<file path="src/rtl/jogo_pkg.sv">
// jogo_pkg: constants shared by the game blocks and the shot FSM encoding.
package jogo_pkg;

  typedef enum logic [1:0] {
    OCIOSO  = 2'd0,
    VOANDO  = 2'd1,
    RECARGA = 2'd2
  } estado_tiro_t;

  localparam int LARG_AREA = 640;
  localparam int ALT_AREA  = 480;

  localparam int LARG_SPRITE_INIMIGO = 11;
  localparam int ALT_SPRITE_INIMIGO  = 8;
  localparam int ESCALA_INIMIGO      = 3;
  localparam int LARG_INIMIGO_PADRAO = LARG_SPRITE_INIMIGO * ESCALA_INIMIGO;
  localparam int ALT_INIMIGO_PADRAO  = ALT_SPRITE_INIMIGO * ESCALA_INIMIGO;

  localparam logic [9:0] PONTUACAO_MAX = 10'd1023;

  // inclusive base <= v <= base+tam, widened to 11 bits so base+tam cannot wrap
  function automatic logic dentro_faixa(input logic [9:0] v,
                                        input logic [9:0] base,
                                        input logic [9:0] tam);
    logic [10:0] v11;
    logic [10:0] lo11;
    logic [10:0] hi11;
    v11  = {1'b0, v};
    lo11 = {1'b0, base};
    hi11 = {1'b0, base} + {1'b0, tam};
    return (v11 >= lo11) && (v11 <= hi11);
  endfunction

endpackage

</file>
<file path="src/rtl/controle_tiro_if.sv">
// controle_tiro_if: game-side inputs and renderer-side outputs of the shot controller.
interface controle_tiro_if;
  logic       ativo;
  logic       botao_tiro;
  logic       reviver;
  logic [9:0] x_nave;
  logic [9:0] y_nave;
  logic [9:0] largura_nave;
  logic [9:0] x_inimigo;
  logic [9:0] y_inimigo;
  logic [9:0] x_bola_aliada;
  logic [9:0] y_bola_aliada;
  logic [9:0] raio_bola_aliada;
  logic       tiro_ativo;
  logic       inimigo_vivo;
  logic       acerto;
  logic [9:0] pontuacao;

  modport master (
    output ativo, botao_tiro, reviver, x_nave, y_nave, largura_nave, x_inimigo, y_inimigo,
    input  x_bola_aliada, y_bola_aliada, raio_bola_aliada, tiro_ativo, inimigo_vivo,
           acerto, pontuacao
  );

  modport slave (
    input  ativo, botao_tiro, reviver, x_nave, y_nave, largura_nave, x_inimigo, y_inimigo,
    output x_bola_aliada, y_bola_aliada, raio_bola_aliada, tiro_ativo, inimigo_vivo,
           acerto, pontuacao
  );
endinterface

</file>
<file path="src/rtl/divisor_tick.sv">
// divisor_tick: free-running 0..DIV-1 counter, tick high while the count is DIV-1.
module divisor_tick #(
  parameter int DIV = 250000
) (
  input  logic CLOCK_50,
  input  logic reset,
  output logic tick
);

  localparam int          W      = (DIV > 1) ? $clog2(DIV) : 1;
  localparam logic [W-1:0] ULTIMO = W'(DIV - 1);

  logic [W-1:0] contagem;

  // wrap at DIV-1, never stops
  always_ff @(posedge CLOCK_50 or posedge reset) begin
    if (reset)                  contagem <= '0;
    else if (contagem == ULTIMO) contagem <= '0;
    else                        contagem <= contagem + 1'b1;
  end

  assign tick = (contagem == ULTIMO);

endmodule

</file>
<file path="src/rtl/controle_tiro.sv">
// controle_tiro: ally shot controller (fire detect, upward motion, enemy hit, score).
// Build option: CONTROLE_TIRO_RECARGA_EN adds the post-shot cooldown state.
//
// state   | meaning
// OCIOSO  | no shot; spawn point tracks the ship nose, waits for a fire press
// VOANDO  | shot on screen, moves up PASSO px per tick, x frozen
// RECARGA | cooldown of RECARGA_TICKS ticks after a shot ends
module controle_tiro
  import jogo_pkg::*;
#(
  parameter int TICK_DIV      = 250000,
  parameter int PASSO         = 4,
  parameter int RAIO          = 3,
  parameter int LARG_INIMIGO  = LARG_INIMIGO_PADRAO,
  parameter int ALT_INIMIGO   = ALT_INIMIGO_PADRAO,
  parameter int RECARGA_TICKS = 50
) (
  input logic            CLOCK_50,
  input logic            reset,
  controle_tiro_if.slave bus
);

  localparam logic [9:0] PASSO_V = 10'(PASSO);
  localparam logic [9:0] RAIO_V  = 10'(RAIO);
  localparam logic [9:0] LARG_V  = 10'(LARG_INIMIGO);
  localparam logic [9:0] ALT_V   = 10'(ALT_INIMIGO);

`ifdef CONTROLE_TIRO_RECARGA_EN
  localparam int           W_REC      = (RECARGA_TICKS > 0) ? $clog2(RECARGA_TICKS + 1) : 1;
  localparam estado_tiro_t ESTADO_FIM = RECARGA;
  logic [W_REC-1:0] cnt_recarga;
`else
  localparam estado_tiro_t ESTADO_FIM = OCIOSO;
  localparam int           RECARGA_TICKS_UNUSED = RECARGA_TICKS;
`endif

  estado_tiro_t estado, prox_estado;
  logic         sinc0, sinc1, botao_ant, disparo;
  logic         tick;
  logic [9:0]   x_bola, y_bola, y_desc, pontuacao;
  logic         acerto, inimigo_vivo;
  logic         saiu, acertou, evento_acerto, mover;

  divisor_tick #(.DIV(TICK_DIV)) u_divisor (
    .CLOCK_50 (CLOCK_50),
    .reset    (reset),
    .tick     (tick)
  );

  assign y_desc  = y_bola - PASSO_V;
  assign saiu    = (y_bola <= PASSO_V);
  assign acertou = inimigo_vivo &&
                   dentro_faixa(x_bola, bus.x_inimigo, LARG_V) &&
                   dentro_faixa(y_desc, bus.y_inimigo, ALT_V);

  // synchronize the button and register its rising edge as a one-cycle disparo
  always_ff @(posedge CLOCK_50 or posedge reset) begin
    if (reset) begin
      sinc0     <= 1'b0;
      sinc1     <= 1'b0;
      botao_ant <= 1'b0;
      disparo   <= 1'b0;
    end else begin
      sinc0     <= bus.botao_tiro;
      sinc1     <= sinc0;
      botao_ant <= sinc1;
      disparo   <= sinc1 & ~botao_ant;
    end
  end

  // state register
  always_ff @(posedge CLOCK_50 or posedge reset) begin
    if (reset) estado <= OCIOSO;
    else       estado <= prox_estado;
  end

  // next state; ativo low overrides everything, including a pending hit
  always_comb begin
    prox_estado   = estado;
    evento_acerto = 1'b0;
    mover         = 1'b0;
    if (!bus.ativo) begin
      prox_estado = OCIOSO;
    end else begin
      case (estado)
        OCIOSO: if (disparo) prox_estado = VOANDO;
        VOANDO: begin
          if (tick) begin
            if (saiu) begin
              prox_estado = ESTADO_FIM;
            end else begin
              mover = 1'b1;
              if (acertou) begin
                evento_acerto = 1'b1;
                prox_estado   = ESTADO_FIM;
              end
            end
          end
        end
`ifdef CONTROLE_TIRO_RECARGA_EN
        RECARGA: if (tick && cnt_recarga <= W_REC'(1)) prox_estado = OCIOSO;
`endif
        default: prox_estado = OCIOSO;
      endcase
    end
  end

  // spawn point follows the ship while idle, then only y moves during flight
  always_ff @(posedge CLOCK_50 or posedge reset) begin
    if (reset) begin
      x_bola <= '0;
      y_bola <= '0;
    end else if (estado == OCIOSO) begin
      x_bola <= bus.x_nave + (bus.largura_nave >> 1);
      y_bola <= (bus.y_nave < RAIO_V) ? '0 : bus.y_nave - RAIO_V;
    end else if (mover) begin
      y_bola <= y_desc;
    end
  end

  // hit pulse, saturating score and enemy flag (reviver wins over a same-cycle hit)
  always_ff @(posedge CLOCK_50 or posedge reset) begin
    if (reset) begin
      acerto       <= 1'b0;
      pontuacao    <= '0;
      inimigo_vivo <= 1'b1;
    end else begin
      acerto <= evento_acerto;
      if (evento_acerto && pontuacao != PONTUACAO_MAX) pontuacao <= pontuacao + 1'b1;
      if (bus.reviver)        inimigo_vivo <= 1'b1;
      else if (evento_acerto) inimigo_vivo <= 1'b0;
    end
  end

`ifdef CONTROLE_TIRO_RECARGA_EN
  // cooldown down-counter, loaded when a shot ends, cleared by ativo low
  always_ff @(posedge CLOCK_50 or posedge reset) begin
    if (reset)                                         cnt_recarga <= '0;
    else if (!bus.ativo)                               cnt_recarga <= '0;
    else if (estado == VOANDO && prox_estado == RECARGA) cnt_recarga <= W_REC'(RECARGA_TICKS);
    else if (estado == RECARGA && tick && cnt_recarga != '0)
      cnt_recarga <= cnt_recarga - 1'b1;
  end
`endif

  assign bus.x_bola_aliada    = x_bola;
  assign bus.y_bola_aliada    = y_bola;
  assign bus.tiro_ativo       = (estado == VOANDO);
  assign bus.raio_bola_aliada = (estado == VOANDO) ? RAIO_V : '0;
  assign bus.acerto           = acerto;
  assign bus.inimigo_vivo     = inimigo_vivo;
  assign bus.pontuacao        = pontuacao;

endmodule
</file>
<file path="src/flat_wrapper.sv">
// flat-port wrapper written by rule: the top's interface ports become plain ports
module controle_tiro_flat import jogo_pkg::*;
#(
  parameter int TICK_DIV      = 250000,
  parameter int PASSO         = 4,
  parameter int RAIO          = 3,
  parameter int LARG_INIMIGO  = LARG_INIMIGO_PADRAO,
  parameter int ALT_INIMIGO   = ALT_INIMIGO_PADRAO,
  parameter int RECARGA_TICKS = 50
)
  (CLOCK_50, reset, bus_ativo, bus_botao_tiro, bus_reviver, bus_x_nave, bus_y_nave, bus_largura_nave, bus_x_inimigo, bus_y_inimigo, bus_x_bola_aliada, bus_y_bola_aliada, bus_raio_bola_aliada, bus_tiro_ativo, bus_inimigo_vivo, bus_acerto, bus_pontuacao);
  controle_tiro_if bus_i ();
  input logic CLOCK_50;
  input logic reset;
  input wire logic [$bits(bus_i.ativo)-1:0] bus_ativo;
  input wire logic [$bits(bus_i.botao_tiro)-1:0] bus_botao_tiro;
  input wire logic [$bits(bus_i.reviver)-1:0] bus_reviver;
  input wire logic [$bits(bus_i.x_nave)-1:0] bus_x_nave;
  input wire logic [$bits(bus_i.y_nave)-1:0] bus_y_nave;
  input wire logic [$bits(bus_i.largura_nave)-1:0] bus_largura_nave;
  input wire logic [$bits(bus_i.x_inimigo)-1:0] bus_x_inimigo;
  input wire logic [$bits(bus_i.y_inimigo)-1:0] bus_y_inimigo;
  output wire logic [$bits(bus_i.x_bola_aliada)-1:0] bus_x_bola_aliada;
  output wire logic [$bits(bus_i.y_bola_aliada)-1:0] bus_y_bola_aliada;
  output wire logic [$bits(bus_i.raio_bola_aliada)-1:0] bus_raio_bola_aliada;
  output wire logic [$bits(bus_i.tiro_ativo)-1:0] bus_tiro_ativo;
  output wire logic [$bits(bus_i.inimigo_vivo)-1:0] bus_inimigo_vivo;
  output wire logic [$bits(bus_i.acerto)-1:0] bus_acerto;
  output wire logic [$bits(bus_i.pontuacao)-1:0] bus_pontuacao;
  assign bus_i.ativo = bus_ativo;
  assign bus_i.botao_tiro = bus_botao_tiro;
  assign bus_i.reviver = bus_reviver;
  assign bus_i.x_nave = bus_x_nave;
  assign bus_i.y_nave = bus_y_nave;
  assign bus_i.largura_nave = bus_largura_nave;
  assign bus_i.x_inimigo = bus_x_inimigo;
  assign bus_i.y_inimigo = bus_y_inimigo;
  assign bus_x_bola_aliada = bus_i.x_bola_aliada;
  assign bus_y_bola_aliada = bus_i.y_bola_aliada;
  assign bus_raio_bola_aliada = bus_i.raio_bola_aliada;
  assign bus_tiro_ativo = bus_i.tiro_ativo;
  assign bus_inimigo_vivo = bus_i.inimigo_vivo;
  assign bus_acerto = bus_i.acerto;
  assign bus_pontuacao = bus_i.pontuacao;
  controle_tiro #(.TICK_DIV(TICK_DIV), .PASSO(PASSO), .RAIO(RAIO), .LARG_INIMIGO(LARG_INIMIGO), .ALT_INIMIGO(ALT_INIMIGO), .RECARGA_TICKS(RECARGA_TICKS)) u_core (.CLOCK_50(CLOCK_50), .reset(reset), .bus(bus_i));
endmodule
</file>
<file path="config.mk">
export PLATFORM = sky130hd
export DESIGN_NAME = controle_tiro_flat
export DESIGN_NICKNAME = d
export VERILOG_FILES = /design/src/rtl/jogo_pkg.sv /design/src/rtl/controle_tiro_if.sv /design/src/rtl/divisor_tick.sv /design/src/rtl/controle_tiro.sv /design/src/flat_wrapper.sv
export SDC_FILE = /design/constraint.sdc
export NUM_CORES = 1
export LEC_CHECK = 0
export ABC_CLOCK_PERIOD_IN_PS = 3400
export BUFFER_PORTS_ARGS = -buffer_cell sky130_fd_sc_hd__buf_2
export CORE_UTILIZATION = 55
export CTS_CLUSTER_DIAMETER = 200
export DETAILED_ROUTE_END_ITERATION = 8
export MAX_ROUTING_LAYER = met4
export PLACE_DENSITY = 0.85
export SETUP_SLACK_MARGIN = 0.15
export SYNTH_ARGS = -nofsm -noshare
export SYNTH_HDL_FRONTEND = slang
export SYNTH_SLANG_ARGS = --single-unit
</file>
<file path="constraint.sdc">
create_clock -name CLOCK_50 -period 3.4 [get_ports CLOCK_50]
set_input_delay 0.51 -clock CLOCK_50 [delete_from_list [all_inputs] [get_ports CLOCK_50]]
set_output_delay 0.51 -clock CLOCK_50 [all_outputs]
set_load 0.05 [all_outputs]
</file>
After elaboration in Yosys (flattened, before gate mapping)
Cells that the tools add are included.

cells by class
  bitwise gates (word level) = 2
  reductions and logical operators = 9
  multiplexer cells = 22
  equality and inequality tests = 6
  $lt $le $gt $ge = 6
  $add $sub $neg = 7

operators with widths
  operator               number
  $mux 10                3
  $le 10x11->1           2
  $ge 10x10->1           2
  $add 18x1->18 const B  1
  $eq 18x18->1 const B   1
  $mux 18                1
  $mux 2                 6
  $add 10x5->11 const B  1
  $add 10x6->11 const B  1
  $mux 1                 11
  $add 10x1->10 const B  1
  $add 10x9->10          1
  $le 10x3->1 const B    1
  $lt 10x2->1 const B    1
  $ne 10x10->1 const B   1
  $sub 10x2->10 const B  1
  $sub 10x3->10 const B  1
  $ne 3x2->1 const B     2
  $logic_and 1x1->1      5
  $ne 4x2->1 const B     1
  $pmux 2 s2             1
  $reduce_bool 2->1      2
  $reduce_and 3->1       1
  $eq 2x1->1 const B     1
  3 further kinds        3

storage, ports and cells
  word-level logic and storage cells = 63
  input port bits = 55
  output and inout port bits = 43
  register bits after elaboration = 56

Logic depth before layout (Yosys ltp)
  depth after elaboration = 12
  gate-level depth with buffers = 14
  gate-level depth less buffers = 14

By module
From an unflattened synthesis, not the netlist that was laid out.

second synthesis, totals
  cell total of the unflattened synthesis = 477
  area total of the unflattened synthesis = 4352.9 µm²

modules (own cells, without submodules)
  module         times used  area an instance (µm²)  sequential area each (µm²)  cells an instance
  controle_tiro  1           3467.1                  927.1                       395
  divisor_tick   1           885.8                   450.4                       82

Worst setup path after synthesis
OpenSTA, ideal clock, no wires.

  kind = input to register
  from = input bus_x_inimigo[0]
  to = register u_core.pontuacao[1], in the netlist u_core.bus.pontuacao[1]
  library setup time = 125 ps
  arrival = 2944 ps
  setup slack = 332 ps
  stages = 11
  path buffers = 0
  data required time = 3275 ps
  cells stage by stage = ha_1 -> a41o_1 -> nand3_1 -> xnor2_1 -> ha_1 -> a21o_1 -> a2111oi_1 -> a211o_2 -> nand4_4 -> nor2_1 -> mux2_2

between the ends
  longest elaborated chain between the ends = 11
  elaborated cells on any way between the ends = 12
  classes of those cells = add/sub (1); order compare (2); mux (5); reduce/logical (4)

RTL lines
  what                   line                  RTL
  from (decl)            flat_wrapper.sv:21    input wire logic [$bits(bus_i.x_inimigo)-1:0] bus_x_inimigo;
  $add 10x6->11          jogo_pkg.sv:30        hi11 = {1'b0, base} + {1'b0, tam};
  $le 10x11->1           jogo_pkg.sv:31        return (v11 >= lo11) && (v11 <= hi11);
  $logic_and 1x1->1 (*)  jogo_pkg.sv:31
  $logic_and 1x1->1 (*)  controle_tiro.sv:52   assign acertou = inimigo_vivo &&
  $logic_and 1x1->1 (*)  controle_tiro.sv:53   dentro_faixa(x_bola, bus.x_inimigo, LARG_V) &&
  $mux 1 (*)             controle_tiro.sv:93   if (acertou) begin
  $mux 1 (*)             controle_tiro.sv:89   if (saiu) begin
  $mux 1 (*)             controle_tiro.sv:88   if (tick) begin
  $mux 1 (*)             controle_tiro.sv:85   case (estado)
  $mux 1 (*)             controle_tiro.sv:82   if (!bus.ativo) begin
  $logic_and 1x1->1 (*)  controle_tiro.sv:129  if (evento_acerto && pontuacao != PONTUACAO_MAX) pontuacao <= pontuacao + 1'b1;
  to (signal assigned)   controle_tiro.sv:129
  to (decl)              controle_tiro.sv:40   logic [9:0] x_bola, y_bola, y_desc, pontuacao;

Every way passes the cells marked *; elsewhere a longest branch is shown, timed or not.
A chain may end at the register's enable or synchronous reset.

Final worst setup path
  from = input bus_x_inimigo[0]
  to = register u_core.pontuacao[7], in the netlist u_core.bus.pontuacao[7]

The elaborated chain is that of the path after synthesis.

==> flow_summary_export.csv <==
group,metric,value,unit
critical_path,rr_startpoint,"u_core.bus.y_bola_aliada[2]$_DFFE_PP0N_",
synthesis,synth_top_family_by_area,"simple AND/OR/NAND/NOR gates",
critical_path,critPathKind,"input pin to flop",
critical_path,arrival,3.35,ns
cts,cts_buffers,5,
routing,drtIter0Drc,232,
die,start_util,0.581,
min_path,hold_class,"input pin to flop",
finish,area_growth,15.7,%
critical_path,required,3.65,ns
synthesis,ys.flop_type,"dfrtp_1",
timing,max_slew.worst_pin.slew,1.10,ns
timing,setup_viol,0,
synthesis,syn_inst,478,
power,power,1.96,mW
cts,clk_pin_slew,0.10,ns
cts,clock_latency,0.32,ns
die,dieHeight,90.4,microns
routing,num_vias,3826,
die,rows,31,
grt,grt_use_total,0.255,
timing,period_needed,3.10,ns
placement,gp_congestion,0.932,
critical_path,reg2reg_to,"u_core.bus.pontuacao[7]$_DFFE_PP0P_",
power,ir_drop,0.221,mV
routing,drc_errors,0,
die,die_x,90.4,microns
synthesis,synth_simple_gate_area_frac,0.216,
cts,clockBufferDepth,2,
timing,drv_slew,0,
min_path,whs_path_depth,1,
flow_run,cap_violations,0,
cts,cts_root_buffer,"clkbuf_8",
power,p_leak,2.47,nW
cts,ctsResizeCount,0,
grt,grt_start_max_net_pins,56,
timing,finalHoldViolations,0,
finish,multi_input_area,0.00275,sq mm
finish,layout_common_cells,"buf_2, dfrtp_1, ha_1, nand2_1",
grt,antenna_found_initial,0,
synthesis,ys_async_sr_fraction,1.00,
critical_path,start_kind,"input pin",
critical_path,end_kind,"flop",
timing,finalSetupTns,0,ns
cts,cts_tree,"yes",
grt,grt_pass1_wl,17000,microns
routing,drtPass1Iterations,5,
synthesis,avgSynthCellArea,9.00,sq um
critical_path,r2r_slack,0.38,ns
cts,hold_buffers,0,
placement,dp_cells,660,
routing,final_antenna_net_count,0,
placement,dp_hpwl,7670,microns
placement,place_area,0.00482,sq mm
timing,slew_headroom,0.269,
synthesis,synthXorXnorAreaFrac,0.120,
synthesis,ys_top_cells_by_area,"dfrtp_1, ha_1, xnor2_1",
synthesis,synthAdderAreaFrac,0.159,
placement,io_buffers,88,
finish,ff_latch_area,0.00138,sq mm
routing,drt-total-wl,9660,microns
synthesis,synth_top_area_frac,0.314,
finish,postLayoutCellArea,0.00498,sq mm
cts,cts_setup_buffers,0,
synthesis,netlist_area,0.00430,sq mm
synthesis,synth-edff-count,0,
power,p_per_area,394,mW/mm^2
finish,fin_cells,668,
synthesis,yosys_register_bits,55,
critical_path,reg2regPathDepth,13,
die,dieArea,0.00818,sq mm
finish,fin_nets,677,
grt,grt_pass1_vias,3781,
finish,drive_gt1_frac,0.214,
routing,vias_per_cell,5.73,
timing,holdWs,0.289,ns
finish,diodes,0,
critical_path,crit_start,"bus_x_inimigo[0]",
timing,rsz0062_at_grt,"false",
critical_path,critPathCapture,"u_core.bus.pontuacao[7]$_DFFE_PP0P_",
finish,layout_commonest_cell,"buf_2",
cts,h-tree-depth,2,
cts,cts.sinks,55,
synthesis,synth_top_cell_by_area,"dfrtp_1",
grt,grt.overflow.total,0,
run_status,outcome,"complete, no violations",
synthesis,synthMuxAreaShare,0.00524,
timing,fmax,0.322,GHz
synthesis,synth_compound_area_frac,0.124,
die,core,0.00741,sq mm
routing,drt-wirelength-per-cell,14.5,microns
timing,finalCritPeriodShare,0.913,
synthesis,synth_warnings,0,
finish,num-fill-cells,585,
die,ioPinCount,98,
synthesis,ys_types,57,
synthesis,synth_seq_area_share,0.320,
critical_path,worstPathMaxFanout,4,
timing,fin_worst_skew,0.0118,ns
cells in the mapped netlist (all sizes together), types with 5 or more instances:
| master | number |
|---|---|
| a21o | 6 |
| a21oi | 23 |
| and3 | 6 |
| buf | 11 |
| clkbuf | 5 |
| dfrtp | 54 |
| ha | 53 |
| inv | 37 |
| nand2 | 37 |
| nand3 | 23 |
| nand4 | 8 |
| nor2 | 36 |
| nor2b | 7 |
| nor3 | 19 |
| nor3b | 5 |
| nor4 | 9 |
| o21ai | 31 |
| xnor2 | 32 |
| xor2 | 27 |
state kept, by name, summed over array words and instances, names as in the netlist:
register / flops
u_core.disparo: 1
u_core.sinc1: 1
u_core.bus.acerto: 1
u_core.bus.x_bola_aliada: 10
u_core.bus.y_bola_aliada: 10
u_core.bus.pontuacao: 10
u_core.sinc0: 1
u_core.estado: 1
u_core.u_divisor.contagem: 18
u_core.bus.inimigo_vivo: 1
u_core.botao_ant: 1
critical path, cell delays in order:
cell       delay (ns)
buf_2            0.12
ha_1             0.24
a41o_1           0.30
nand3_1          0.11
xnor2_1          0.13
ha_1             0.28
a21o_1           0.19
a2111oi_1        0.42
a211o_2          0.24
nand4_4          0.15
buf_4            0.20
nor4_2           0.28
xor2_1           0.17
how the worst min path moves through the flow:
stage / to / slack [ns] / startpoint
2_1_floorplan: u_core.sinc1$_DFF_PP0_ / 0.33 / u_core.sinc0$_DFF_PP0_
3_3_place_gp: u_core.sinc1$_DFF_PP0_ / 0.34 / u_core.sinc0$_DFF_PP0_
3_5_place_dp: u_core.sinc1$_DFF_PP0_ / 0.34 / u_core.sinc0$_DFF_PP0_
6_report: u_core.sinc0$_DFF_PP0_ / 0.29 / bus_botao_tiro
5_1_grt: u_core.sinc0$_DFF_PP0_ / 0.27 / bus_botao_tiro
4_1_cts: u_core.sinc0$_DFF_PP0_ / 0.29 / bus_botao_tiro
routing by layer:
| metal | routed length (microns) | track usage |
|---|---|---|
| met1 | 4120 | 0.311 |
| met3 | 386 | 0.0337 |
| met4 | 201 | 0.0766 |
| met2 | 4940 | 0.441 |
| met5 | 0 | - |
cell families after synthesis:
logic type	after synthesis
buffers and inverters	53
XOR/XNOR	59
other	1
multiplexers	2
flip-flops	55
AND/OR/NAND/NOR	168
adder cells (fa/ha/maj)	54
AO/OA/AOI/OAI	86
cell type report:
cell class                 count  share of cell area
timing repair buffer          92              0.0945
clock buffer                   6              0.0166
sequential                    55               0.277
tap                           99              0.0249
clock inverter                 2             0.00779
inverter                      37              0.0279
multi-input combinational    377               0.552
per-stage QoR:
| stage | util | setup WS, ns |
|---|---|---|
| after global routing | 0.672 | 0.0953 |
| final | 0.672 | 0.296 |
| after detailed placement | 0.651 | -0.0340 |
| after floorplan | - | 0.332 |
| after global placement | 0.651 | 0.130 |
| after CTS | 0.667 | 0.285 |
power breakdown:
group	internal, mW	total, mW	switching (mW)
registers	0.695	0.753	0.0580
logic	0.268	0.751	0.483
clock network	0.242	0.456	0.214
total	1.21	1.96	0.755
Power figures use the tool's default switching activity.
